[src/rtl/cpu_ctrl_pkg.sv]
// Shared opcode map, sequencer state encoding and IR field helpers for the
// control sequencer slice.
package cpu_ctrl_pkg;

  localparam logic [4:0] OP_LD   = 5'd0;
  localparam logic [4:0] OP_LDI  = 5'd1;
  localparam logic [4:0] OP_ST   = 5'd2;
  localparam logic [4:0] OP_ADD  = 5'd3;
  localparam logic [4:0] OP_SUB  = 5'd4;
  localparam logic [4:0] OP_AND  = 5'd5;
  localparam logic [4:0] OP_OR   = 5'd6;
  localparam logic [4:0] OP_SHR  = 5'd7;
  localparam logic [4:0] OP_SHL  = 5'd8;
  localparam logic [4:0] OP_ADDI = 5'd12;
  localparam logic [4:0] OP_ANDI = 5'd13;
  localparam logic [4:0] OP_ORI  = 5'd14;
  localparam logic [4:0] OP_MUL  = 5'd15;
  localparam logic [4:0] OP_DIV  = 5'd16;
  localparam logic [4:0] OP_MFHI = 5'd23;
  localparam logic [4:0] OP_MFLO = 5'd24;
  localparam logic [4:0] OP_HALT = 5'd27;

  typedef enum logic [3:0] {
    S_RST, S_T0, S_T1, S_T1W, S_T2, S_T3, S_T4, S_T5, S_T6, S_T7, S_HALT, S_FAULT
  } state_t;

  function automatic logic [4:0] ir_op(input logic [31:0] ir);
    return ir[31:27];
  endfunction

  function automatic logic [3:0] ir_ra(input logic [31:0] ir);
    return ir[26:23];
  endfunction

  function automatic logic [3:0] ir_rb(input logic [31:0] ir);
    return ir[22:19];
  endfunction

  function automatic logic [3:0] ir_rc(input logic [31:0] ir);
    return ir[18:15];
  endfunction

  function automatic logic is_alu_r(input logic [4:0] op);
    return op inside {OP_ADD, OP_SUB, OP_AND, OP_OR, OP_SHR, OP_SHL, OP_MUL, OP_DIV};
  endfunction

  function automatic logic is_alu_i(input logic [4:0] op);
    return op inside {OP_ADDI, OP_ANDI, OP_ORI};
  endfunction

  function automatic logic is_mul_div(input logic [4:0] op);
    return op inside {OP_MUL, OP_DIV};
  endfunction

  function automatic logic is_mem(input logic [4:0] op);
    return op inside {OP_LD, OP_ST};
  endfunction

  // Immediate forms reuse the ALU operation of their register counterpart.
  function automatic logic [4:0] alu_base(input logic [4:0] op);
    case (op)
      OP_ANDI: return OP_AND;
      OP_ORI:  return OP_OR;
      default: return OP_ADD;
    endcase
  endfunction

endpackage

[src/rtl/control_sequencer_if.sv]
// Control bundle between the sequencer (master) and the DataPath/memory side
// (slave): IR and memory handshake in, every enable and strobe out.
interface control_sequencer_if #(
  parameter int REGS = 16,
  parameter int OPW  = 5
);
  logic [31:0]     ir;
  logic            mem_ready;
  logic [REGS-1:0] rin;
  logic [REGS-1:0] rout;
  logic            HIin, LOin, HIout, LOout;
  logic            Zhighout, Zlowout, Zin, Yin;
  logic            MDRout, MDRin, MARin;
  logic            PCout, PCin, IRin, IncPC;
  logic            Cout;
  logic            Read, Write;
  logic [OPW-1:0]  alu_op;
  logic            run;
  logic            fault;

  modport master (
    input  ir, mem_ready,
    output rin, rout, HIin, LOin, HIout, LOout, Zhighout, Zlowout, Zin, Yin,
           MDRout, MDRin, MARin, PCout, PCin, IRin, IncPC, Cout, Read, Write,
           alu_op, run, fault
  );

  modport slave (
    output ir, mem_ready,
    input  rin, rout, HIin, LOin, HIout, LOout, Zhighout, Zlowout, Zin, Yin,
           MDRout, MDRin, MARin, PCout, PCin, IRin, IncPC, Cout, Read, Write,
           alu_op, run, fault
  );
endinterface

[src/rtl/control_sequencer_reg_field_decode.sv]
// Register-field decoder: turns a 4-bit IR register field into a one-hot
// enable vector, all zero when not enabled.
module reg_field_decode #(
  parameter int REGS = 16
) (
  input  logic                    en,
  input  logic [$clog2(REGS)-1:0] sel,
  output logic [REGS-1:0]         onehot
);

  always_comb begin
    onehot = '0;
    if (en) onehot[sel] = 1'b1;
  end

endmodule

[src/rtl/control_sequencer.sv]
// Moore control unit for the DataPath: fetch, decode and execute micro-steps,
// one per clock, with a bounded wait on every memory access.
module control_sequencer
  import cpu_ctrl_pkg::*;
#(
  parameter int REGS        = 16,
  parameter int OPW         = 5,
  parameter int MEM_TIMEOUT = 15
) (
  input logic                 clock,
  input logic                 clear,
  control_sequencer_if.master bus
);

  localparam int CW = $clog2(MEM_TIMEOUT + 1);

  state_t          state, next_state;
  logic [CW-1:0]   wait_cnt, cnt_next;
  logic [4:0]      op;
  logic [3:0]      ra, rb, rc;
  logic            mem_wait;
  logic            rin_en, rout_en;
  logic [3:0]      rin_sel, rout_sel;
  logic [REGS-1:0] rin_vec, rout_vec;

  assign op = ir_op(bus.ir);
  assign ra = ir_ra(bus.ir);
  assign rb = ir_rb(bus.ir);
  assign rc = ir_rc(bus.ir);

  reg_field_decode #(.REGS(REGS)) u_rin_dec  (.en(rin_en),  .sel(rin_sel),  .onehot(rin_vec));
  reg_field_decode #(.REGS(REGS)) u_rout_dec (.en(rout_en), .sel(rout_sel), .onehot(rout_vec));

  assign bus.rin  = rin_vec;
  assign bus.rout = rout_vec;

  always_ff @(posedge clock) begin
    if (clear) begin
      state    <= S_RST;
      wait_cnt <= '0;
    end else begin
      state    <= next_state;
      wait_cnt <= cnt_next;
    end
  end

  always_comb begin
    next_state   = state;
    cnt_next     = '0;
    mem_wait     = 1'b0;
    rin_en       = 1'b0;
    rin_sel      = ra;
    rout_en      = 1'b0;
    rout_sel     = rb;
    bus.HIin     = 1'b0;
    bus.LOin     = 1'b0;
    bus.HIout    = 1'b0;
    bus.LOout    = 1'b0;
    bus.Zhighout = 1'b0;
    bus.Zlowout  = 1'b0;
    bus.Zin      = 1'b0;
    bus.Yin      = 1'b0;
    bus.MDRout   = 1'b0;
    bus.MDRin    = 1'b0;
    bus.MARin    = 1'b0;
    bus.PCout    = 1'b0;
    bus.PCin     = 1'b0;
    bus.IRin     = 1'b0;
    bus.IncPC    = 1'b0;
    bus.Cout     = 1'b0;
    bus.Read     = 1'b0;
    bus.Write    = 1'b0;
    bus.alu_op   = '0;
    bus.run      = 1'b1;
    bus.fault    = 1'b0;

    case (state)
      S_RST: next_state = S_T0;
      S_T0: begin
        bus.PCout = 1'b1;
        bus.MARin = 1'b1;
        bus.IncPC = 1'b1;
        bus.Zin   = 1'b1;
        next_state = S_T1;
      end
      S_T1: begin
        bus.Zlowout = 1'b1;
        bus.PCin    = 1'b1;
        bus.Read    = 1'b1;
        bus.MDRin   = 1'b1;
        next_state  = bus.mem_ready ? S_T2 : S_T1W;
      end
      // Separate fetch-wait state so the PC update fires exactly once.
      S_T1W: begin
        bus.Read  = 1'b1;
        bus.MDRin = 1'b1;
        mem_wait  = 1'b1;
        if (bus.mem_ready) next_state = S_T2;
      end
      S_T2: begin
        bus.MDRout = 1'b1;
        bus.IRin   = 1'b1;
        next_state = S_T3;
      end
      S_T3: begin
        next_state = S_T0;
        if (is_alu_r(op) || is_alu_i(op) || is_mem(op)) begin
          rout_en    = !(is_mem(op) && rb == 4'd0);
          bus.Yin    = 1'b1;
          next_state = S_T4;
        end else if (op == OP_MFHI) begin
          bus.HIout = 1'b1;
          rin_en    = 1'b1;
        end else if (op == OP_MFLO) begin
          bus.LOout = 1'b1;
          rin_en    = 1'b1;
        end else if (op == OP_HALT) begin
          next_state = S_HALT;
        end
      end
      S_T4: begin
        bus.Zin    = 1'b1;
        next_state = S_T5;
        if (is_alu_r(op)) begin
          rout_en    = 1'b1;
          rout_sel   = rc;
          bus.alu_op = OPW'(op);
        end else if (is_alu_i(op)) begin
          bus.Cout   = 1'b1;
          bus.alu_op = OPW'(alu_base(op));
        end else begin
          bus.Cout   = 1'b1;
          bus.alu_op = OPW'(OP_ADD);
        end
      end
      S_T5: begin
        bus.Zlowout = 1'b1;
        next_state  = S_T0;
        if (is_mul_div(op)) begin
          bus.LOin   = 1'b1;
          next_state = S_T6;
        end else if (is_mem(op)) begin
          bus.MARin  = 1'b1;
          next_state = S_T6;
        end else begin
          rin_en = 1'b1;
        end
      end
      S_T6: begin
        next_state = S_T0;
        if (is_mul_div(op)) begin
          bus.Zhighout = 1'b1;
          bus.HIin     = 1'b1;
        end else if (op == OP_LD) begin
          bus.Read   = 1'b1;
          bus.MDRin  = 1'b1;
          mem_wait   = 1'b1;
          next_state = bus.mem_ready ? S_T7 : S_T6;
        end else begin
          rout_en    = 1'b1;
          rout_sel   = ra;
          bus.MDRin  = 1'b1;
          next_state = S_T7;
        end
      end
      S_T7: begin
        next_state = S_T0;
        if (op == OP_LD) begin
          bus.MDRout = 1'b1;
          rin_en     = 1'b1;
        end else begin
          bus.Write = 1'b1;
          mem_wait  = 1'b1;
          if (!bus.mem_ready) next_state = S_T7;
        end
      end
      S_HALT: bus.run = 1'b0;
      S_FAULT: begin
        bus.run   = 1'b0;
        bus.fault = 1'b1;
      end
      default: next_state = S_RST;
    endcase

    if (mem_wait && !bus.mem_ready) begin
      if (wait_cnt == CW'(MEM_TIMEOUT - 1)) next_state = S_FAULT;
      else cnt_next = wait_cnt + CW'(1);
    end
  end

endmodule

[src/flat_wrapper.sv]
// flat-port wrapper written by rule: the top's interface ports become plain ports
module control_sequencer_flat import cpu_ctrl_pkg::*;
#(
  parameter int REGS        = 16,
  parameter int OPW         = 5,
  parameter int MEM_TIMEOUT = 15
)
  (clock, clear, bus_ir, bus_mem_ready, bus_rin, bus_rout, bus_HIin, bus_LOin, bus_HIout, bus_LOout, bus_Zhighout, bus_Zlowout, bus_Zin, bus_Yin, bus_MDRout, bus_MDRin, bus_MARin, bus_PCout, bus_PCin, bus_IRin, bus_IncPC, bus_Cout, bus_Read, bus_Write, bus_alu_op, bus_run, bus_fault);
  control_sequencer_if #(.REGS(REGS), .OPW(OPW)) bus_i ();
  input logic clock;
  input logic clear;
  input wire logic [$bits(bus_i.ir)-1:0] bus_ir;
  input wire logic [$bits(bus_i.mem_ready)-1:0] bus_mem_ready;
  output wire logic [$bits(bus_i.rin)-1:0] bus_rin;
  output wire logic [$bits(bus_i.rout)-1:0] bus_rout;
  output wire logic [$bits(bus_i.HIin)-1:0] bus_HIin;
  output wire logic [$bits(bus_i.LOin)-1:0] bus_LOin;
  output wire logic [$bits(bus_i.HIout)-1:0] bus_HIout;
  output wire logic [$bits(bus_i.LOout)-1:0] bus_LOout;
  output wire logic [$bits(bus_i.Zhighout)-1:0] bus_Zhighout;
  output wire logic [$bits(bus_i.Zlowout)-1:0] bus_Zlowout;
  output wire logic [$bits(bus_i.Zin)-1:0] bus_Zin;
  output wire logic [$bits(bus_i.Yin)-1:0] bus_Yin;
  output wire logic [$bits(bus_i.MDRout)-1:0] bus_MDRout;
  output wire logic [$bits(bus_i.MDRin)-1:0] bus_MDRin;
  output wire logic [$bits(bus_i.MARin)-1:0] bus_MARin;
  output wire logic [$bits(bus_i.PCout)-1:0] bus_PCout;
  output wire logic [$bits(bus_i.PCin)-1:0] bus_PCin;
  output wire logic [$bits(bus_i.IRin)-1:0] bus_IRin;
  output wire logic [$bits(bus_i.IncPC)-1:0] bus_IncPC;
  output wire logic [$bits(bus_i.Cout)-1:0] bus_Cout;
  output wire logic [$bits(bus_i.Read)-1:0] bus_Read;
  output wire logic [$bits(bus_i.Write)-1:0] bus_Write;
  output wire logic [$bits(bus_i.alu_op)-1:0] bus_alu_op;
  output wire logic [$bits(bus_i.run)-1:0] bus_run;
  output wire logic [$bits(bus_i.fault)-1:0] bus_fault;
  assign bus_i.ir = bus_ir;
  assign bus_i.mem_ready = bus_mem_ready;
  assign bus_rin = bus_i.rin;
  assign bus_rout = bus_i.rout;
  assign bus_HIin = bus_i.HIin;
  assign bus_LOin = bus_i.LOin;
  assign bus_HIout = bus_i.HIout;
  assign bus_LOout = bus_i.LOout;
  assign bus_Zhighout = bus_i.Zhighout;
  assign bus_Zlowout = bus_i.Zlowout;
  assign bus_Zin = bus_i.Zin;
  assign bus_Yin = bus_i.Yin;
  assign bus_MDRout = bus_i.MDRout;
  assign bus_MDRin = bus_i.MDRin;
  assign bus_MARin = bus_i.MARin;
  assign bus_PCout = bus_i.PCout;
  assign bus_PCin = bus_i.PCin;
  assign bus_IRin = bus_i.IRin;
  assign bus_IncPC = bus_i.IncPC;
  assign bus_Cout = bus_i.Cout;
  assign bus_Read = bus_i.Read;
  assign bus_Write = bus_i.Write;
  assign bus_alu_op = bus_i.alu_op;
  assign bus_run = bus_i.run;
  assign bus_fault = bus_i.fault;
  control_sequencer #(.REGS(REGS), .OPW(OPW), .MEM_TIMEOUT(MEM_TIMEOUT)) u_core (.clock(clock), .clear(clear), .bus(bus_i));
endmodule
[config.mk]
export PLATFORM = sky130hd
export DESIGN_NAME = control_sequencer_flat
export DESIGN_NICKNAME = d
export VERILOG_FILES = /design/src/rtl/cpu_ctrl_pkg.sv /design/src/rtl/control_sequencer_if.sv /design/src/rtl/control_sequencer_reg_field_decode.sv /design/src/rtl/control_sequencer.sv /design/src/flat_wrapper.sv
export SDC_FILE = /design/constraint.sdc
export NUM_CORES = 1
export LEC_CHECK = 0
export ABC_AREA = 1
export CORE_ASPECT_RATIO = 1.4
export CORE_MARGIN = 4
export CORE_UTILIZATION = 37
export DETAILED_ROUTE_END_ITERATION = 16
export HOLD_SLACK_MARGIN = 0.08
export PLACE_DENSITY = 0.81
export SLEW_MARGIN = 0
export SYNTH_ARGS = -nofsm -noshare
export SYNTH_HDL_FRONTEND = slang
export SYNTH_SLANG_ARGS = --single-unit
[constraint.sdc]
create_clock -name clock -period 2.1 [get_ports clock]
set_input_delay 0.315 -clock clock [delete_from_list [all_inputs] [get_ports clock]]
set_output_delay 0.315 -clock clock [all_outputs]
set_load 0.05 [all_outputs]
==> impl_results.md, run 1 <==
- Outcome: stopped before the end
- Stage reached: global routing
- Stop err: [ERROR DPL-0038] Utilization greater than 100%, impossible to legalize
- PortBufs: 76
- GRT worst endpoint: bus_rout[12]
- Initial core utilization: 38.9%
- Final Wtd Congestion: 0.895
- Seq/Total Area, Yosys: 11.1%
- Synth Warn #: 0
- DP Worst Slack: -0.556 ns
- EDFF count, synth: 0
- Syn avg cell area: 5.67 µm²
- Clk sinks: 8
- FP Rows: 26
- Share of flip-flops with an asynchronous set or reset: 0%
- Die X: 60.8 µm
- Netlist cell types: 29
- WEP type: output port
- Die Height: 81.9 µm
- Cell area after synthesis: 1440 µm²
- Syn nets: 291
- FF+latch count, synth: 8
- Ports: 92
- H-tree depth: 1
- TritonCTS buffer count: 3
- Mapped Cells: 254
- Clock buffer depth: 2
- Root Buffer: clkbuf_8
- Largest net degree at the start of global routing: 9
- DP HPWL: 5.09 mm
- Post-synth top flop: dfxtp_1
-- timing repair --
action	CTS
hold buffers	0
pin swaps	23
setup endpoints to repair	46
buffers inserted	10
hold endpoints to repair	0
gates resized for setup	88
-- synth_stat cells (2+ instances only) --
library cell	instances	area share [%]
nor2_2	7	3.0
inv_1	38	9.9
nand3b_1	2	1.0
o21ai_2	3	1.8
nand2_8	3	4.2
nand3_2	7	4.9
inv_2	11	2.9
ha_1	2	1.7
a21oi_1	6	2.1
o21ai_0	11	3.8
nand3_1	30	10
nand2_1	33	8.6
nand2_2	9	3.9
nor2_1	58	15
nor2_4	5	3.9
dfxtp_1	8	11
buf_4	3	1.6
nor3_1	5	1.7
nand2_4	3	2.3
-- stage by stage --
| step | hold slack, ns | cell area, µm² | util (%) | cells |
|---|---|---|---|---|
| 2_1_floorplan | 0.384 | 1500 | - | 254 |
| 3_3_place_gp | 0.440 | 3010 | 81.0 | 398 |
| 3_5_place_dp | 0.454 | 3010 | 81.0 | 398 |
| 4_1_cts | 0.463 | 3390 | 91.5 | 411 |
-- cells by family after synthesis --
group / count (synthesis) / share of synthesized area (%)
simple gates: 166 / 62.0
buf+inv: 53 / 14.8
compound gates: 23 / 9.20
flops: 8 / 11.1
xor+xnor: 2 / 1.22
fa+ha+maj: 2 / 1.74
==> run 2, diff against run 1 <==
CORE_ASPECT_RATIO = unset   (was 1.4)
CORE_UTILIZATION = 31   (was 37)
HOLD_SLACK_MARGIN = unset   (was 0.08)
PLACE_DENSITY = unset   (was 0.81)
PLACE_DENSITY_LB_ADDON = 0.15   (was unset)
==> run 2 against run 1 <==
Against the previous run: the flow now finishes, with violations (negative setup slack); synthesized cell count is the same; area after synthesis unchanged.
==> impl_results.md, run 2 <==
- Filler instances: 239
- Clk sinks: 8
- Largest area contributor in the netlist: nor2_1
- Root Buffer: clkbuf_8
- Ports: 92
- Diode count: 0
- H-tree depth: 1
- Failing checks: negative setup slack
- Mapped Cells: 254
- EDFF count, synth: 0
- Nature of the critical path startpoint: register
- Share of the synthesized area in the top cell type: 15.1%
- Cell area after synthesis: 1440 µm²
- Placed cell count: 409
- Cell with the most instances after synthesis: nor2_1
- Number of global-route vias before repair: 2157
- Hold WC Path Type: reg2reg
- Peak supply drop: 0.496 mV
- TritonCTS buffer count: 3
- Design Area, Final: 3630 µm²
- Crit end category: output pin
- Initial core utilization: 32.7%
- Synth top area cells: nor2_1, dfxtp_1, nand3_1, inv_1, nand2_1
- Worst Skew: 0.00202 ns
- Largest regs: u_core.state: 4 flops, u_core.wait_cnt: 4 flops
- Post-synth top cells: nor2_1, inv_1, nand2_1
- R2r setup slk: 0.31 ns
- Top delay family on crit path: simple AND/OR/NAND/NOR gates
- Tot Pwr: 1150 µW
- Post-synth top flop: dfxtp_1
- Die ar.: 5800 µm²
- Critical path arrival: 1.99 ns
- Crit path largest cell delay: 0.33 ns
- Post-route insts no fill: 430
- Via density: 5.36
- Total Wirelength: 7.54 mm
- RSZ-0062 raised after global routing: true
- Worst-Skew Late Latency: 0.22 ns
- Final #Nets: 417
- Critical-path top delay cell: dfxtp_2
- Period Utilization, post-route: 110%
- Leakage power: 0.00156 µW
- Largest net degree at the start of global routing: 9
- DP Worst Slack: -0.511 ns
- CP Cell Sequence: inv_4 -> nand2_4 -> nor2_4 -> inv_4 -> nor2_8 -> nand2_8 -> nand3_4 -> nor2b_4 -> nand3_4 -> nor2_4 -> buf_12
- Post-layout min period: 2.30 ns
- Max Freq: 434 MHz
- Critical setup path kind: reg2out
- Post-DP Area: 3030 µm²
- Clock slew at the register clock pins of the worst setup and hold paths: 0.04 ns
- Final Wtd Congestion: 0.916
- Pwr/cell area: 318 nW/µm²
- Hold_buf cts: 0
- PortBufs: 76
- Core area: 4410 µm²
- Max-Slew Margin vs Limit: 70.9%
- Syn avg cell area: 5.67 µm²
- Crit Path Max Fanout: 5
- FF+latch count, synth: 8
- Netlist cell types: 29
- Outcome: finished, violations left
- Antenna violations before repair: 0
- Share of flip-flops with an asynchronous set or reset: 0%
- Pins Over Slew Limit: 0
- Final setup viols: 28
- GRT Resource Usage Total: 21.4%
- Layout cells sized above 1: 60.6%
- Die Height: 76.2 µm
- DR pass1 iterations: 7
- Area growth, synth to finish: 152%
- DR vias: 2306
- WL/cell: 17.5 µm
- WP buf/inv: 3
- First-pass GRT wire length: 10.5 mm
- TritonCTS clock tree: done
- Seq/Total Area, Yosys: 11.1%
- Worst setup margin: -0.202 ns
- Post-DRT Antenna Nets: 0
- Die X: 76.2 µm
- Setup TNS Final: -3.31 ns
- Synth Warn #: 0
- Clock buffer depth: 2
- Grt ovf: 0
- DP HPWL: 4.44 mm
- Iter 0 DRT Violations: 195
- Remaining DRCs: 0
- Syn nets: 291
- Measured slew at the worst slew-check pin: 0.431 ns
- Max cap viols: 0
- CP required: 1.78 ns
- FP Rows: 24
- Final hold violation count: 0
- Most frequent cells in the layout: buf_12, buf_4, nor2_4
==> run 2: cell counts after synthesis <==
No cell type changed its count.
==> run 2: worst paths after layout <==
check / cells after the start / endpoint / from
max: 11 / bus_rout[14] / u_core.state[0]
min: 1 / u_core.wait_cnt[0] / u_core.wait_cnt[0]
min reg2reg: 1 / u_core.wait_cnt[0] / u_core.wait_cnt[0]
max reg2reg: 10 / u_core.state[1] / u_core.state[1]
==> run 2: layout make-up <==
class / count / area, µm² / share of cell area, %
inverter: 50 / 200 / 5.51
tap: 52 / 65.1 / 1.79
multi-input combinational: 193 / 1550 / 42.6
timing repair buffer: 124 / 1610 / 44.3
clock buffer: 3 / 41.3 / 1.14
sequential: 8 / 170 / 4.68
==> run 2: cell families after synthesis <==
group | count (synthesis) | synth area share [%]
and+or+nand+nor | 166 | 62.0
buffers and inverters | 53 | 14.8
AOI/OAI and AO/OA | 23 | 9.20
DFF | 8 | 11.1
xor gates and xnor gates | 2 | 1.22
adders and majority gates | 2 | 1.74
==> run 2: through the flow <==
stage	hold slack, ns	util [%]
3_3_place_gp	0.446	68.5
5_1_grt	0.499	82.3
6_report	0.462	82.3
3_5_place_dp	0.459	68.5
4_1_cts	0.467	78.3
2_1_floorplan	0.384	-
==> run 2: timing repair <==
item | CTS | global route
buffers inserted | 10 | 8
gates resized for setup | 104 | 25
pin swaps | 33 | 20
endpoints found under the setup margin | 46 | 36
==> run 2: routing by layer <==
layer | vias up | GRT usage (%) | part of all wire (%)
met1 | 1069 | 24.6 | 35
met3 | 46 | 3.31 | 7.5
li1 | 1047 | - | -
met4 | 0 | 5.94 | 5.0
met5 | - | 0 | 0
met2 | 144 | 40.3 | 52
==> run 2: power breakdown <==
group,internal [µW],switching (µW)
combinational,303,490
clock,123,52.5
sequential,168,17.7
total,595,560
No activity file was read; power rests on OpenSTA's default activity.
==> RTL edit, RTL diff (flow settings as in run 2) <==
`OPW` is set to 5 in 3 places; all go to 6.
--- a/src/rtl/control_sequencer_if.sv
+++ b/src/rtl/control_sequencer_if.sv
@@ -2,7 +2,7 @@
 // (slave): IR and memory handshake in, every enable and strobe out.
 interface control_sequencer_if #(
   parameter int REGS = 16,
-  parameter int OPW  = 5
+  parameter int OPW  = 6
 );
   logic [31:0]     ir;
   logic            mem_ready;
--- a/src/rtl/control_sequencer.sv
+++ b/src/rtl/control_sequencer.sv
@@ -4,7 +4,7 @@
   import cpu_ctrl_pkg::*;
 #(
   parameter int REGS        = 16,
-  parameter int OPW         = 5,
+  parameter int OPW         = 6,
   parameter int MEM_TIMEOUT = 15
 ) (
   input logic                 clock,
--- a/src/flat_wrapper.sv
+++ b/src/flat_wrapper.sv
@@ -2,7 +2,7 @@
 module control_sequencer_flat import cpu_ctrl_pkg::*;
 #(
   parameter int REGS        = 16,
-  parameter int OPW         = 5,
+  parameter int OPW         = 6,
   parameter int MEM_TIMEOUT = 15
 )
   (clock, clear, bus_ir, bus_mem_ready, bus_rin, bus_rout, bus_HIin, bus_LOin, bus_HIout, bus_LOout, bus_Zhighout, bus_Zlowout, bus_Zin, bus_Yin, bus_MDRout, bus_MDRin, bus_MARin, bus_PCout, bus_PCin, bus_IRin, bus_IncPC, bus_Cout, bus_Read, bus_Write, bus_alu_op, bus_run, bus_fault);
Ports: changed (resized bus_alu_op); port bits go from 92 to 93. The function was not compared with the original's and may differ.
==> RTL edit against run 2 <==
- the flow still finishes with violations (setup timing)
- setup slack better by 0.022 ns
- first-iteration DRC count down 31%
- final area is 2.7% higher
- sequential power up 3%
- routed wire length decreased by 4.9%
- maximum frequency up 0.98%
- sequential cell count unchanged
- via count fell by 4.6%
- synthesized area rose by 0.78%
- count of clock-buffer cells in the layout unchanged
- largest cell class unchanged
- total power shrank 1.5%
- critical path depth grew 1
==> RTL edit: results (changes against run 2) <==
run status = finished with violations (unchanged)
violated checks = setup timing (unchanged)
# placed instances = 417 (was 409)
Area contributors post-synth = sky130_fd_sc_hd__nor2_1 15%, sky130_fd_sc_hd__dfxtp_1 11%, sky130_fd_sc_hd__nand3_1 10% (unchanged)
Wirelength per Cell = 16.37 um (was 17.53 um)
total routing resource utilization after global routing = 0.2238 (was 0.2141)
Routed Wire Length = 7171 um (was 7540 um)
Worst EP arrival = 1.96 ns (was 1.99 ns)
net count reported at finish = 425 (was 417)
DRT Pass-1 Iters = 4 (was 7)
peak supply drop = 0.5053 mV (was 0.4959 mV)
gate count of the mapped netlist = 256 (was 254)
routed via count = 2200 (was 2306)
met3 routed WL = 468 um (was 565 um)
post-layout worst setup margin = -0.1798 ns (was -0.2022 ns)
global-route wire length before repair = 10870 um (was 10480 um)
Net Count, Synth = 293 (was 291)
Slowest Stage Delay on Critical Path = 0.36 ns (was 0.33 ns)
Placer Congestion = 0.8869 (was 0.9163)
depth of the worst register-to-register path = 11 (was 10)
number of unique standard cell types used by synthesis = 30 (was 29)
post-route clock skew = 0.001030 ns (was 0.002016 ns)
pin count of the biggest net entering global routing = 8 (was 9)
vias in the first global route = 2257 (was 2157)
final setup violation count = 33 (was 28)
TNS Setup = -3.546 ns (was -3.313 ns)
-- RTL edit: cell count changes in the layout (fill, tap and decap cells not counted), moves of 2 or more --
cell	change
sky130_fd_sc_hd__buf_4	+4
sky130_fd_sc_hd__o21ai_2	+2
sky130_fd_sc_hd__nand3_2	+3
sky130_fd_sc_hd__buf_6	+4
sky130_fd_sc_hd__nand3_1	-4
sky130_fd_sc_hd__buf_12	-2
sky130_fd_sc_hd__nor2_4	+2
-- RTL edit: cell type report --
class	count	area, um^2
Timing Repair Buffer	131	1668
Fill cell	248	713.2
Multi-Input combinational cell	194	1582
Clock buffer	3	41.29
Tap cell	52	65.06
Inverter	50	202.7
Sequential cell	8	172.7
-- RTL edit: path summary, 6_finish.rpt --
check	startpoint	end	slack, ns
worst max-delay path	u_core.state[2]	bus_rout[13]	-0.18
worst min-delay path	u_core.wait_cnt[0]	u_core.wait_cnt[0]	0.47
worst max register to register	u_core.state[2]	u_core.wait_cnt[0]	0.41
worst min register to register	u_core.wait_cnt[0]	u_core.wait_cnt[0]	0.47
-- RTL edit: logic make-up (layout without fill, tap and decap cells) --
family,Yosys count,after routing,share of synthesized area
other,1,1,0.002582
AO/OA/AOI/OAI,23,23,0.09131
buffers and inverters,54,184,0.1516
XOR/XNOR,2,2,0.01206
AND/OR/NAND/NOR,166,166,0.6150
adder cells (fa/ha/maj),2,2,0.01722
flip-flops,8,8,0.1102
-- RTL edit: what timing repair did --
action,CTS,global route
buffers inserted,14,4
cloned,0,0
resized for setup,111,33
setup endpoints to repair,47,37
pin swaps,26,29
hold endpoints to repair,0,0
hold buffers,0,0
-- RTL edit: power by group --
group	internal [uW]	total (uW)	switching (uW)
combinational	300	771	471
clock	123	175	52.0
sequential	170	191	21.3
total	593	1140	544
-- RTL edit: stage by stage --
| stage | worst slack, ns | utilization | hold slack, ns | instance area (um^2) |
|---|---|---|---|---|
| floorplan | -0.2583 | - | 0.3844 | 1513 |
| global placement | -0.4541 | 0.6934 | 0.4423 | 3082 |
| detailed placement | -0.5003 | 0.6934 | 0.4774 | 3082 |
| CTS | -0.1313 | 0.8029 | 0.4862 | 3568 |
| global route | -0.2649 | 0.8395 | 0.5158 | 3731 |
| finish | -0.1798 | 0.8395 | 0.4728 | 3731 |
-- RTL edit: routing by layer --
metal	global-route usage	vias up
met3	0.05556	21
met4	0.05435	0
met5	0	-
li1	-	1066
met1	0.2519	1032
met2	0.4174	81
